**config.mk**
```make
export PLATFORM = sky130hd
export DESIGN_NAME = id40048008_conv_core_v2_flat
export DESIGN_NICKNAME = d
export VERILOG_FILES = /design/src/rtl/id40048008_conv_pkg.sv /design/src/rtl/id40048008_conv_if.sv /design/src/rtl/id40048008_mac_pipe.sv /design/src/rtl/id40048008_conv_core_v2.sv /design/src/flat_wrapper.sv
export SDC_FILE = /design/constraint.sdc
export NUM_CORES = 2
export LEC_CHECK = 0
export ABC_CLOCK_PERIOD_IN_PS = 4340
export CAP_MARGIN = 20
export CORE_MARGIN = 2
export CORE_UTILIZATION = 34
export DETAILED_ROUTE_END_ITERATION = 7
export PLACE_DENSITY = 0.55
export SYNTH_ARGS = -nofsm -noshare
export SYNTH_HDL_FRONTEND = slang
export SYNTH_SLANG_ARGS = --single-unit
```
**constraint.sdc**
```tcl
create_clock -name clk -period 4.34 [get_ports clk]
set_input_delay 1.302 -clock clk [delete_from_list [all_inputs] [get_ports clk]]
set_output_delay 1.302 -clock clk [all_outputs]
set_load 0.1 [all_outputs]
```
**src/rtl/id40048008_conv_pkg.sv**
```systemverilog
// Shared encodings for the parametrised 1-D convolution core.
package id40048008_conv_pkg;

  typedef enum logic [1:0] {
    MODE_FULL  = 2'b00,
    MODE_VALID = 2'b01,
    MODE_SAME  = 2'b10,
    MODE_RSVD  = 2'b11
  } mode_e;

  localparam int CFG_SX_LSB   = 0;
  localparam int CFG_SY_LSB   = 16;
  localparam int CFG_MODE_LSB = 29;
  localparam int CFG_SAT_BIT  = 31;

  typedef enum logic [2:0] {
    S_IDLE,
    S_CHECK,
    S_ERR,
    S_SETUP,
    S_MAC,
    S_DRAIN,
    S_WRITE,
    S_DONE
  } state_e;

endpackage

```
**src/rtl/id40048008_conv_if.sv**
```systemverilog
// Control/status and memory-port bundle between the AIP wrapper, its memories and the core.
interface id40048008_conv_if #(
  parameter int DATA_W = 32,
  parameter int ADDR_W = 5
);
  logic                     start;
  logic [31:0]              config_in;
  logic signed [DATA_W-1:0] dataX;
  logic [ADDR_W-1:0]        memX_addr;
  logic signed [DATA_W-1:0] dataY;
  logic [ADDR_W-1:0]        memY_addr;
  logic signed [DATA_W-1:0] dataZ;
  logic [ADDR_W:0]          memZ_addr;
  logic                     writeZ;
  logic                     busy_out;
  logic                     done_out;
  logic                     err_out;

  modport slave (
    input  start, config_in, dataX, dataY,
    output memX_addr, memY_addr, dataZ, memZ_addr, writeZ, busy_out, done_out, err_out
  );

  modport master (
    output start, config_in, dataX, dataY,
    input  memX_addr, memY_addr, dataZ, memZ_addr, writeZ, busy_out, done_out, err_out
  );
endinterface

```
**src/rtl/id40048008_mac_pipe.sv**
```systemverilog
// Product register + accumulator + output shift/saturate for one output sample.
module id40048008_mac_pipe #(
  parameter  int DATA_W    = 32,
  parameter  int ADDR_W    = 5,
  parameter  int OUT_SHIFT = 0,
  localparam int ACC_W     = 2*DATA_W + ADDR_W
) (
  input  logic                     clk,
  input  logic                     rstn,
  input  logic                     clr,
  input  logic                     en,
  input  logic signed [DATA_W-1:0] a,
  input  logic signed [DATA_W-1:0] b,
  input  logic                     sat_en,
  output logic signed [ACC_W-1:0]  acc_out,
  output logic signed [DATA_W-1:0] z_out
);

  localparam logic signed [ACC_W-1:0] ZMAX = {{(ACC_W-DATA_W+1){1'b0}}, {(DATA_W-1){1'b1}}};
  localparam logic signed [ACC_W-1:0] ZMIN = {{(ACC_W-DATA_W+1){1'b1}}, {(DATA_W-1){1'b0}}};

  // vld_pipe[0]: read data present on a/b; vld_pipe[1]: product register holds a term
  logic [1:0]                 vld_pipe;
  logic signed [2*DATA_W-1:0] w_ax, w_bx, w_prod, r_prod;
  logic signed [ACC_W-1:0]    r_acc, w_sh;

  assign w_ax   = {{DATA_W{a[DATA_W-1]}}, a};
  assign w_bx   = {{DATA_W{b[DATA_W-1]}}, b};
  assign w_prod = w_ax * w_bx;

  // Track issued address pairs through the read and multiply stages
  always_ff @(posedge clk or negedge rstn) begin
    if (!rstn) vld_pipe <= '0;
    else       vld_pipe <= {vld_pipe[0], en};
  end

  // Multiply stage, then accumulate; clr starts a fresh output sample
  always_ff @(posedge clk or negedge rstn) begin
    if (!rstn) begin
      r_prod <= '0;
      r_acc  <= '0;
    end else begin
      if (vld_pipe[0]) r_prod <= w_prod;
      if (clr)              r_acc <= '0;
      else if (vld_pipe[1]) r_acc <= r_acc + {{ADDR_W{r_prod[2*DATA_W-1]}}, r_prod};
    end
  end

  assign acc_out = r_acc;
  assign w_sh    = r_acc >>> OUT_SHIFT;

  // Narrow to DATA_W: clamp when saturating, otherwise keep the low bits
  always_comb begin
    z_out = w_sh[DATA_W-1:0];
    if (sat_en) begin
      if (w_sh > ZMAX)      z_out = ZMAX[DATA_W-1:0];
      else if (w_sh < ZMIN) z_out = ZMIN[DATA_W-1:0];
    end
  end

endmodule

```
**src/rtl/id40048008_conv_core_v2.sv**
```systemverilog
// 1-D signed convolution engine: FSM, n/k counters, kmin/kmax and memory addressing.
module id40048008_conv_core_v2
  import id40048008_conv_pkg::*;
#(
  parameter int DATA_W    = 32,
  parameter int ADDR_W    = 5,
  parameter int OUT_SHIFT = 0
) (
  input logic clk,
  input logic rstn,
  id40048008_conv_if.slave bus
);

  // n can reach sx+sy-1 (n+1), so two extra bits over the address width
  localparam int NW    = ADDR_W + 2;
  localparam int ACC_W = 2*DATA_W + ADDR_W;
  localparam logic [ADDR_W:0] MAX_LEN = {1'b1, {ADDR_W{1'b0}}};

  state_e            r_state, w_next;
  logic [ADDR_W:0]   r_sx, r_sy;
  mode_e             r_mode;
  logic              r_sat, r_err, r_dcnt;
  logic [NW-1:0]     r_n;
  logic [ADDR_W-1:0] r_k, r_kmax;
  logic [ADDR_W:0]   r_zaddr, r_zlast;

  logic [NW-1:0] w_sx, w_sy, w_n1, w_kmin, w_kmax, w_nstart, w_zlast, w_ydiff;
  logic          w_cfg_err, w_k_last, w_z_last, w_write, w_unused;
  logic signed [ACC_W-1:0]  w_acc;
  logic signed [DATA_W-1:0] w_z;

  assign w_sx     = NW'(r_sx);
  assign w_sy     = NW'(r_sy);
  assign w_n1     = r_n + NW'(1);
  assign w_kmin   = (w_n1 > w_sy) ? w_n1 - w_sy : '0;
  assign w_kmax   = (r_n < w_sx - NW'(1)) ? r_n : w_sx - NW'(1);
  assign w_ydiff  = r_n - NW'(r_k);
  assign w_k_last = (r_k == r_kmax);
  assign w_z_last = (r_zaddr == r_zlast);

  // Reject empty/oversized operands, the reserved mode and VALID with sx < sy
  always_comb begin
    w_cfg_err = 1'b0;
    if (r_sx == '0 || r_sy == '0)         w_cfg_err = 1'b1;
    if (r_sx > MAX_LEN || r_sy > MAX_LEN) w_cfg_err = 1'b1;
    if (r_mode == MODE_RSVD)              w_cfg_err = 1'b1;
    if (r_mode == MODE_VALID && r_sx < r_sy) w_cfg_err = 1'b1;
  end

  // First n of the run and the Z address of its last output
  always_comb begin
    w_nstart = '0;
    w_zlast  = w_sx + w_sy - NW'(2);
    case (r_mode)
      MODE_VALID: begin
        w_nstart = w_sy - NW'(1);
        w_zlast  = w_sx - w_sy;
      end
      MODE_SAME: begin
        w_nstart = (w_sy - NW'(1)) >> 1;
        w_zlast  = w_sx - NW'(1);
      end
      default: ;
    endcase
  end

  // State register
  always_ff @(posedge clk or negedge rstn) begin
    if (!rstn) r_state <= S_IDLE;
    else       r_state <= w_next;
  end

  // Next-state logic; start is only honoured from IDLE
  always_comb begin
    w_next = r_state;
    case (r_state)
      S_IDLE:  if (bus.start) w_next = S_CHECK;
      S_CHECK: w_next = w_cfg_err ? S_ERR : S_SETUP;
      S_ERR:   w_next = S_IDLE;
      S_SETUP: w_next = S_MAC;
      S_MAC:   if (w_k_last) w_next = S_DRAIN;
      S_DRAIN: if (r_dcnt) w_next = S_WRITE;
      S_WRITE: w_next = w_z_last ? S_DONE : S_SETUP;
      S_DONE:  w_next = S_IDLE;
      default: w_next = S_IDLE;
    endcase
  end

  // Config latch, n/k/Z counters and drain timer
  always_ff @(posedge clk or negedge rstn) begin
    if (!rstn) begin
      r_sx    <= '0;
      r_sy    <= '0;
      r_mode  <= MODE_FULL;
      r_sat   <= 1'b0;
      r_err   <= 1'b0;
      r_n     <= '0;
      r_k     <= '0;
      r_kmax  <= '0;
      r_zaddr <= '0;
      r_zlast <= '0;
      r_dcnt  <= 1'b0;
    end else begin
      case (r_state)
        S_IDLE: if (bus.start) begin
          r_sx   <= bus.config_in[CFG_SX_LSB +: ADDR_W+1];
          r_sy   <= bus.config_in[CFG_SY_LSB +: ADDR_W+1];
          r_mode <= mode_e'(bus.config_in[CFG_MODE_LSB +: 2]);
          r_sat  <= bus.config_in[CFG_SAT_BIT];
          r_err  <= 1'b0;
        end
        S_CHECK: begin
          r_err   <= w_cfg_err;
          r_n     <= w_nstart;
          r_zlast <= w_zlast[ADDR_W:0];
          r_zaddr <= '0;
        end
        S_SETUP: begin
          r_k    <= w_kmin[ADDR_W-1:0];
          r_kmax <= w_kmax[ADDR_W-1:0];
          r_dcnt <= 1'b0;
        end
        S_MAC:   if (!w_k_last) r_k <= r_k + ADDR_W'(1);
        S_DRAIN: r_dcnt <= 1'b1;
        S_WRITE: begin
          r_n     <= r_n + NW'(1);
          r_zaddr <= r_zaddr + (ADDR_W+1)'(1);
        end
        default: ;
      endcase
    end
  end

  id40048008_mac_pipe #(
    .DATA_W   (DATA_W),
    .ADDR_W   (ADDR_W),
    .OUT_SHIFT(OUT_SHIFT)
  ) u_mac (
    .clk    (clk),
    .rstn   (rstn),
    .clr    (r_state == S_SETUP),
    .en     (r_state == S_MAC),
    .a      (bus.dataX),
    .b      (bus.dataY),
    .sat_en (r_sat),
    .acc_out(w_acc),
    .z_out  (w_z)
  );

  assign w_write       = (r_state == S_WRITE);
  assign bus.memX_addr = r_k;
  assign bus.memY_addr = w_ydiff[ADDR_W-1:0];
  assign bus.memZ_addr = r_zaddr;
  assign bus.writeZ    = w_write;
  assign bus.dataZ     = w_write ? w_z : '0;
  assign bus.busy_out  = r_state inside {S_CHECK, S_SETUP, S_MAC, S_DRAIN, S_WRITE};
  assign bus.done_out  = (r_state == S_DONE) || (r_state == S_ERR);
  assign bus.err_out   = r_err;

  // Field gaps in config_in and headroom bits of the index arithmetic
  assign w_unused = ^{bus.config_in, w_ydiff[NW-1:ADDR_W], w_kmin[NW-1:ADDR_W],
                      w_kmax[NW-1:ADDR_W], w_zlast[NW-1:ADDR_W+1], w_acc};

endmodule

```
**src/flat_wrapper.sv**
```systemverilog
// flat-port wrapper written by rule: the top's interface ports become plain ports
module id40048008_conv_core_v2_flat import id40048008_conv_pkg::*;
#(
  parameter int DATA_W    = 32,
  parameter int ADDR_W    = 5,
  parameter int OUT_SHIFT = 0
)
  (clk, rstn, bus_start, bus_config_in, bus_dataX, bus_dataY, bus_memX_addr, bus_memY_addr, bus_dataZ, bus_memZ_addr, bus_writeZ, bus_busy_out, bus_done_out, bus_err_out);
  id40048008_conv_if #(.DATA_W(DATA_W), .ADDR_W(ADDR_W)) bus_i ();
  input logic clk;
  input logic rstn;
  input wire logic [$bits(bus_i.start)-1:0] bus_start;
  input wire logic [$bits(bus_i.config_in)-1:0] bus_config_in;
  input wire logic [$bits(bus_i.dataX)-1:0] bus_dataX;
  input wire logic [$bits(bus_i.dataY)-1:0] bus_dataY;
  output wire logic [$bits(bus_i.memX_addr)-1:0] bus_memX_addr;
  output wire logic [$bits(bus_i.memY_addr)-1:0] bus_memY_addr;
  output wire logic [$bits(bus_i.dataZ)-1:0] bus_dataZ;
  output wire logic [$bits(bus_i.memZ_addr)-1:0] bus_memZ_addr;
  output wire logic [$bits(bus_i.writeZ)-1:0] bus_writeZ;
  output wire logic [$bits(bus_i.busy_out)-1:0] bus_busy_out;
  output wire logic [$bits(bus_i.done_out)-1:0] bus_done_out;
  output wire logic [$bits(bus_i.err_out)-1:0] bus_err_out;
  assign bus_i.start = bus_start;
  assign bus_i.config_in = bus_config_in;
  assign bus_i.dataX = bus_dataX;
  assign bus_i.dataY = bus_dataY;
  assign bus_memX_addr = bus_i.memX_addr;
  assign bus_memY_addr = bus_i.memY_addr;
  assign bus_dataZ = bus_i.dataZ;
  assign bus_memZ_addr = bus_i.memZ_addr;
  assign bus_writeZ = bus_i.writeZ;
  assign bus_busy_out = bus_i.busy_out;
  assign bus_done_out = bus_i.done_out;
  assign bus_err_out = bus_i.err_out;
  id40048008_conv_core_v2 #(.DATA_W(DATA_W), .ADDR_W(ADDR_W), .OUT_SHIFT(OUT_SHIFT)) u_core (.clk(clk), .rstn(rstn), .bus(bus_i));
endmodule
```
After elaboration in Yosys (flattened, before gate mapping)
Cells that the tools add are included.
{ "classes": {"n_bitwise": 0, "n_shift": 0, "magnitude_cmp": 7, "n_mux": 27, "mul": 1, "n_div": 0, "n_addsub": 11, "eq_ne": 16, "n_reduce_logical": 18} }
{ "ops": {"columns": ["cell", "count"], "rows": [
  ["2-to-1 mux 69 bit", 2],
  ["2-to-1 mux 32 bit", 4],
  ["adder 69 bit", 1],
  ["> comparator 69 x 32 -> 1 bit, second input constant", 1],
  ["less-than comparator 69 x 32 -> 1 bit, second input constant", 1],
  ["multiplier 32 x 32 -> 64 bit", 1],
  ["case mux 7 bit (2 select lines)", 2],
  ["case mux 6 bit (2 select lines)", 2],
  ["case mux 3 bit (7 select lines)", 1],
  ["2-to-1 mux 5 bit", 3],
  ["subtractor 6 x 1 -> 7 bit, second input constant", 2],
  ["== test 3 bit, second input constant", 4],
  ["> comparator 6 bit, second input constant", 2],
  ["zero test 6 bit", 2],
  ["2-to-1 mux 3 bit", 4],
  ["case mux 5 bit (2 select lines)", 1],
  ["nonzero test 2 bit", 5],
  ["subtractor 5 bit", 2],
  ["adder 7 x 1 -> 7 bit, second input constant", 1],
  ["> comparator 7 x 6 -> 1 bit", 1],
  ["less-than comparator 7 bit", 1],
  ["adder 6 x 1 -> 6 bit, second input constant", 1],
  ["adder 6 bit", 1],
  ["== test 3 x 2 -> 1 bit, second input constant", 2],
  ["other kinds (20)", 33]
]} }
{ "word_totals": {"latchBits": 0, "ram_bits": 0, "out_inout_bits": 52, "mem_bits_ro": 0, "n_memories": 0, "wordCells": 95, "ff_bits": 184} }

Longest topological paths before layout
{ "logic_depth": {"word_depth": 8, "mapped_depth": 29} }

Modules after synthesis
A second synthesis with hierarchy kept.
{ "unflattened": {"cells_unflattened": 5462, "area_unflattened_um2": 49902.9} }
{ "modules_own_cells": {"columns": ["mod", "instances", "seq_area_each_um2", "area_per_inst_um2", "cells_per_inst"], "rows": [
  ["id40048008_mac_pipe", 1, 3378.2, 45881.5, 4999],
  ["id40048008_conv_core_v2", 1, 1226.2, 4021.4, 463]
]} }

Least setup slack after synthesis
OpenSTA, ideal clock, no wires.
{ "synth_path": {"path_kind": "in2reg", "startpoint": "input port bus_dataX[31]", "endpoint": "register u_core.u_mac.r_prod[61]", "n_path_buf": 1, "setup_time_ns": 0.125, "arrival_time_ns": 8.551, "path_slack_ns": -4.336, "stages": 29, "path_cell_list": "clkbuf_1 -> nand2_1 -> inv_1 -> fa_1 -> inv_1 -> fa_1 -> inv_1 -> fa_1 -> fa_1 -> inv_1 -> fa_1 -> inv_1 -> fa_1 -> inv_1 -> fa_1 -> inv_1 -> fa_1 -> ha_1 -> a21o_1 -> a21oi_1 -> o21bai_1 -> a21o_1 -> a21o_1 -> a21o_1 -> a21oi_1 -> nand2_1 -> a41oi_1 -> xnor2_1 -> mux2_2"} }
{ "synth_via": {"elab_chain_cells": 1} }
{ "synth_lines": {"columns": ["element", "line_no", "text"], "rows": [
  ["from (decl)", "flat_wrapper.sv:14", "input wire logic [$bits(bus_i.dataX)-1:0] bus_dataX;"],
  ["multiplier 32 x 32 -> 64 bit", "id40048008_mac_pipe.sv:29", "assign w_prod = w_ax * w_bx;"],
  ["to (signal assigned)", "id40048008_mac_pipe.sv:43", "if (vld_pipe[0]) r_prod <= w_prod;"],
  ["to (decl)", "id40048008_mac_pipe.sv:24", "logic signed [2*DATA_W-1:0] w_ax, w_bx, w_prod, r_prod;"]
]} }
Every way passes these cells.
A chain may end at the register's enable or synchronous reset.

Worst setup path after layout
{ "layout_path": {"startpoint": "input port bus_dataX[10]", "endpoint": "register u_core.u_mac.r_prod[57]"} }
The elaborated chain is that of the path after synthesis.

==> impl_metrics.tcl <==
set metrics [dict create \
    die_width_um 384.3 \
    final.setup.worst_slack_ns -3.687 \
    cts.path.max_buffers 2 \
    area_growth_pct 28.09 \
    pin_count 151 \
    std_cell_rows 139 \
    multiInputGateArea_sq_mm 0.04178 \
    post_drt_wl_per_cell_um 19.38 \
    failed_checks "design-rule violations, negative setup slack" \
    critical-path-top-cell-by-count "sky130_fd_sc_hd__fa_1" \
    top_usage_layer "met2" \
    synth.avg_cell_area_sq_um 9.263 \
    critPathMaxStageDelay_ns 0.60 \
    status "complete, but fails checks" \
    timing_max_transition_violations_final 0 \
    final.fill_count 13844 \
    most_common_library_cell_in_the_layout_ignoring_fill_and_taps "sky130_fd_sc_hd__fa_1" \
    via_count_of_the_first_global_routing_pass 41742 \
    finalWeightedCongestion 0.8468 \
    floorplan.initialDensity_pct 34.24 \
    cts.root.buffer_cell "sky130_fd_sc_hd__clkbuf_16" \
    grt_first_pass_wirelength_mm 243.0 \
    synth.distinct_cells 80 \
    worst_slew_margin_rel_pct 33.57 \
    postSynthCellCount 5310 \
    setup.worst_path.class "primary input to flip-flop" \
    worst_pin_slew_ns 0.9934 \
    cell_count_after_placement 7564 \
    setup_viol_count_final 59 \
    cts_tree "done" \
    final_cells 7803 \
    synth_enable_flop_cells 0 \
    wl_mm 151.2 \
    final.setup.tns_ns -179.66 \
    hold_slack_ns 0.4995 \
    timing.critical_path.required_ns 4.70 \
    cts-buffers-inserted 17 \
    timing.critical_path.fanout_max 7 \
    ys_warn_count 0 \
    viasPerCell 4.887 \
    register_area_share_after_synthesis_pct 9.361 \
    fp.coreArea_sq_mm 0.1437 \
    initial_drt_pass_iterations 7 \
    max_clock_freq_mhz 124.6 \
    crit_buf_inv 6 \
    worst-endpoint-arrival_ns 8.38 \
    die_area_sq_mm 0.1477 \
    setup_repair_after_global_routing_missed_its_margin "true" \
    timing.critical_path.slowest_stage_cell "sky130_fd_sc_hd__fa_2" \
    skew_ns 0.01334 \
    post_synth_instance_area_sq_mm 0.04918 \
    syn-num-nets 6788 \
    cts.reportedPaths.clkPinSlew_ns 0.08 \
    final_period_minus_worst_setup_slack_ns 8.027 \
    final_layout_size_suffix_gt1_share_pct 22.78 \
    ant_diodes 0 \
    asyncSetResetFlopFracSynth_pct 100.0 \
    place_hpwl_mm 113.9 \
    met1_usage_pct 28.45 \
    ant_nets 0 \
    global_route.usage.met2_pct 36.24 \
    io_buffers 133 \
    grt_start_max_net_pins 81 \
    path_delay_family "adder cells" \
    cap_violations 0 \
    area.sequential_sq_mm 0.004609 \
    ctsHtreeMaxLevel 4 \
    vias 38131 \
    nets 7366 \
    grtUsageTotal_pct 21.16 \
    layout_common_cells "sky130_fd_sc_hd__fa_1 (973), sky130_fd_sc_hd__inv_1 (966), sky130_fd_sc_hd__nand2_1 (613), sky130_fd_sc_hd__buf_4 (483), sky130_fd_sc_hd__and2_1 (454)" \
    min_period_over_period_pct 184.9 \
    tritoncts_num_sinks 184 \
    hold_violations 0 \
    dieHeight_um 384.3 \
    drc 3 \
    holdCritPathClass "flip-flop to flip-flop" \
    detailedRoute.firstIterationViolations 1945 \
    synth_top_flop_cell "sky130_fd_sc_hd__dfrtp_1" \
    antenna_found_initial 3 \
    endpoint_kind "flip-flop" \
    clock_insertion_delay_at_the_later_pin_of_the_skew_report_ns 0.47 \
    globalRouteMet3Util_pct 2.522 \
    final_core_utilization_pct 43.85 \
    postSynthRegisterBits 184 \
    grt-ovfl-total 0 \
    launching_element_type_of_the_critical_path "primary input" \
]
## worst reg2reg max path: stages (launching register included)
cell	delay (ns)
sky130_fd_sc_hd__dfrtp_1	0.42
sky130_fd_sc_hd__ha_1	0.32
sky130_fd_sc_hd__a211o_1	0.34
sky130_fd_sc_hd__a2111oi_2	0.41
sky130_fd_sc_hd__nor3_1	0.14
sky130_fd_sc_hd__o311ai_1	0.47
sky130_fd_sc_hd__a31oi_1	0.23
sky130_fd_sc_hd__o21ai_1	0.32
sky130_fd_sc_hd__and2_1	0.22
sky130_fd_sc_hd__o21ai_1	0.17
sky130_fd_sc_hd__a311oi_1	0.41
sky130_fd_sc_hd__xor2_1	0.19
sky130_fd_sc_hd__a21oi_1	0.08
## metal layers
layer,wire (um),vias up
met4,4407,6
li1,-,17383
met3,7088,207
met5,31,-
met1,65390,19721
met2,74270,814
## repair_timing
action / CTS / global route
cloned: 50 / 5
pin swaps: 216 / 238
buffers inserted: 123 / 41
hold buffers: 0 / 0
endpoints found under the setup margin: 60 / 59
resized for setup: 567 / 257
## final cells by class
cell class	instances	share of cell area (%)
clock buffers	17	0.6753
inverters	1020	6.099
clock inverters	14	0.2979
well taps	1903	3.779
flip-flops and latches	184	7.317
repair buffers	835	15.52
multi-input cells	3830	66.31
## synth_stat cells, types with 7 or more instances
cell                          n  area (sq um)
sky130_fd_sc_hd__mux2i_1     58         580.6
sky130_fd_sc_hd__xnor2_1    111         972.2
sky130_fd_sc_hd__and4_1       8         70.07
sky130_fd_sc_hd__a31oi_1     22         137.6
sky130_fd_sc_hd__buf_1        7         26.28
sky130_fd_sc_hd__xor2_1      59         516.8
sky130_fd_sc_hd__a21oi_1    194         970.9
sky130_fd_sc_hd__o21a_1      22         165.2
sky130_fd_sc_hd__nand4_1     39         244.0
sky130_fd_sc_hd__ha_1       292          3654
sky130_fd_sc_hd__or3_1       11         68.82
sky130_fd_sc_hd__nand2_1    643          2414
sky130_fd_sc_hd__nand2b_1    25         156.4
sky130_fd_sc_hd__dfrtp_1    184          4604
sky130_fd_sc_hd__nor4_1      18         112.6
sky130_fd_sc_hd__a211oi_1    15         112.6
sky130_fd_sc_hd__o31ai_1      9         67.56
sky130_fd_sc_hd__nor2_1     167         626.9
sky130_fd_sc_hd__o21ai_0    121         605.6
sky130_fd_sc_hd__nor2b_1     18         112.6
sky130_fd_sc_hd__nor3_1      19         95.09
sky130_fd_sc_hd__and3_1      18         112.6
sky130_fd_sc_hd__fa_1      1087         21760
sky130_fd_sc_hd__and2_1     523          3272
sky130_fd_sc_hd__inv_1     1019          3825
sky130_fd_sc_hd__a22oi_1     13         97.59
sky130_fd_sc_hd__o21bai_1    24         180.2
sky130_fd_sc_hd__nand3_1     45         225.2
sky130_fd_sc_hd__a21o_1      99         743.2
sky130_fd_sc_hd__clkbuf_1   267          1002
sky130_fd_sc_hd__o21ai_1     18         90.09
sky130_fd_sc_hd__a221oi_1     9         78.83
sky130_fd_sc_hd__mux2_2      50         563.0
## final timing paths
| check | slack [ns] | endpoint | cells past startpoint | from |
|---|---|---|---|---|
| worst min-delay path | 0.50 | u_core.r_zlast[2] | 1 | u_core.r_zlast[2] |
| min in group asynchronous | 0.86 | u_core.r_sy[4] | 1 | rstn |
| worst min register to register | 0.50 | u_core.r_zlast[2] | 1 | u_core.r_zlast[2] |
| worst max-delay path | -3.69 | u_core.u_mac.r_prod[57] | 27 | bus_dataX[10] |
| worst max register to register | 0.47 | u_core.u_mac.acc_out[63] | 12 | u_core.u_mac.acc_out[1] |
| max in group asynchronous | 2.67 | u_core.u_mac.vld_pipe[1] | 2 | rstn |
## sequential cells by signal (all words and copies together), names as in the netlist
register / cells
u_core.r_dcnt: 1
u_core.bus.memZ_addr: 6
u_core.bus.err_out: 1
u_core.r_zlast: 6
u_core.r_sat: 1
u_core.bus.memX_addr: 5
u_core.r_kmax: 5
u_core.r_state: 3
u_core.r_n: 7
u_core.u_mac.vld_pipe: 2
u_core.u_mac.acc_out: 69
u_core.r_sx: 6
u_core.r_mode: 2
u_core.u_mac.r_prod: 64
u_core.r_sy: 6
## cell families after synthesis
kind of cell    Yosys count  share of synthesized area, %
compound gates          621                         8.128
fa+ha+maj              1379                         51.67
buf+inv                1296                         9.908
flops                   184                         9.361
xor+xnor                170                         3.027
simple gates           1551                         15.55
mux                     109                         2.356
## metrics by stage
| stage | instance area, sq um | worst slack, ns |
|---|---|---|
| 2_1_floorplan | 50450 | -3.750 |
| 3_3_place_gp | 57800 | -4.610 |
| 3_5_place_dp | 57800 | -4.608 |
| 4_1_cts | 61950 | -3.691 |
| 5_1_grt | 63000 | -3.874 |
| 6_report | 63000 | -3.687 |
Power is not shown: default switching activity piles up to over one toggle a cycle in this logic, so the estimate is an artifact.
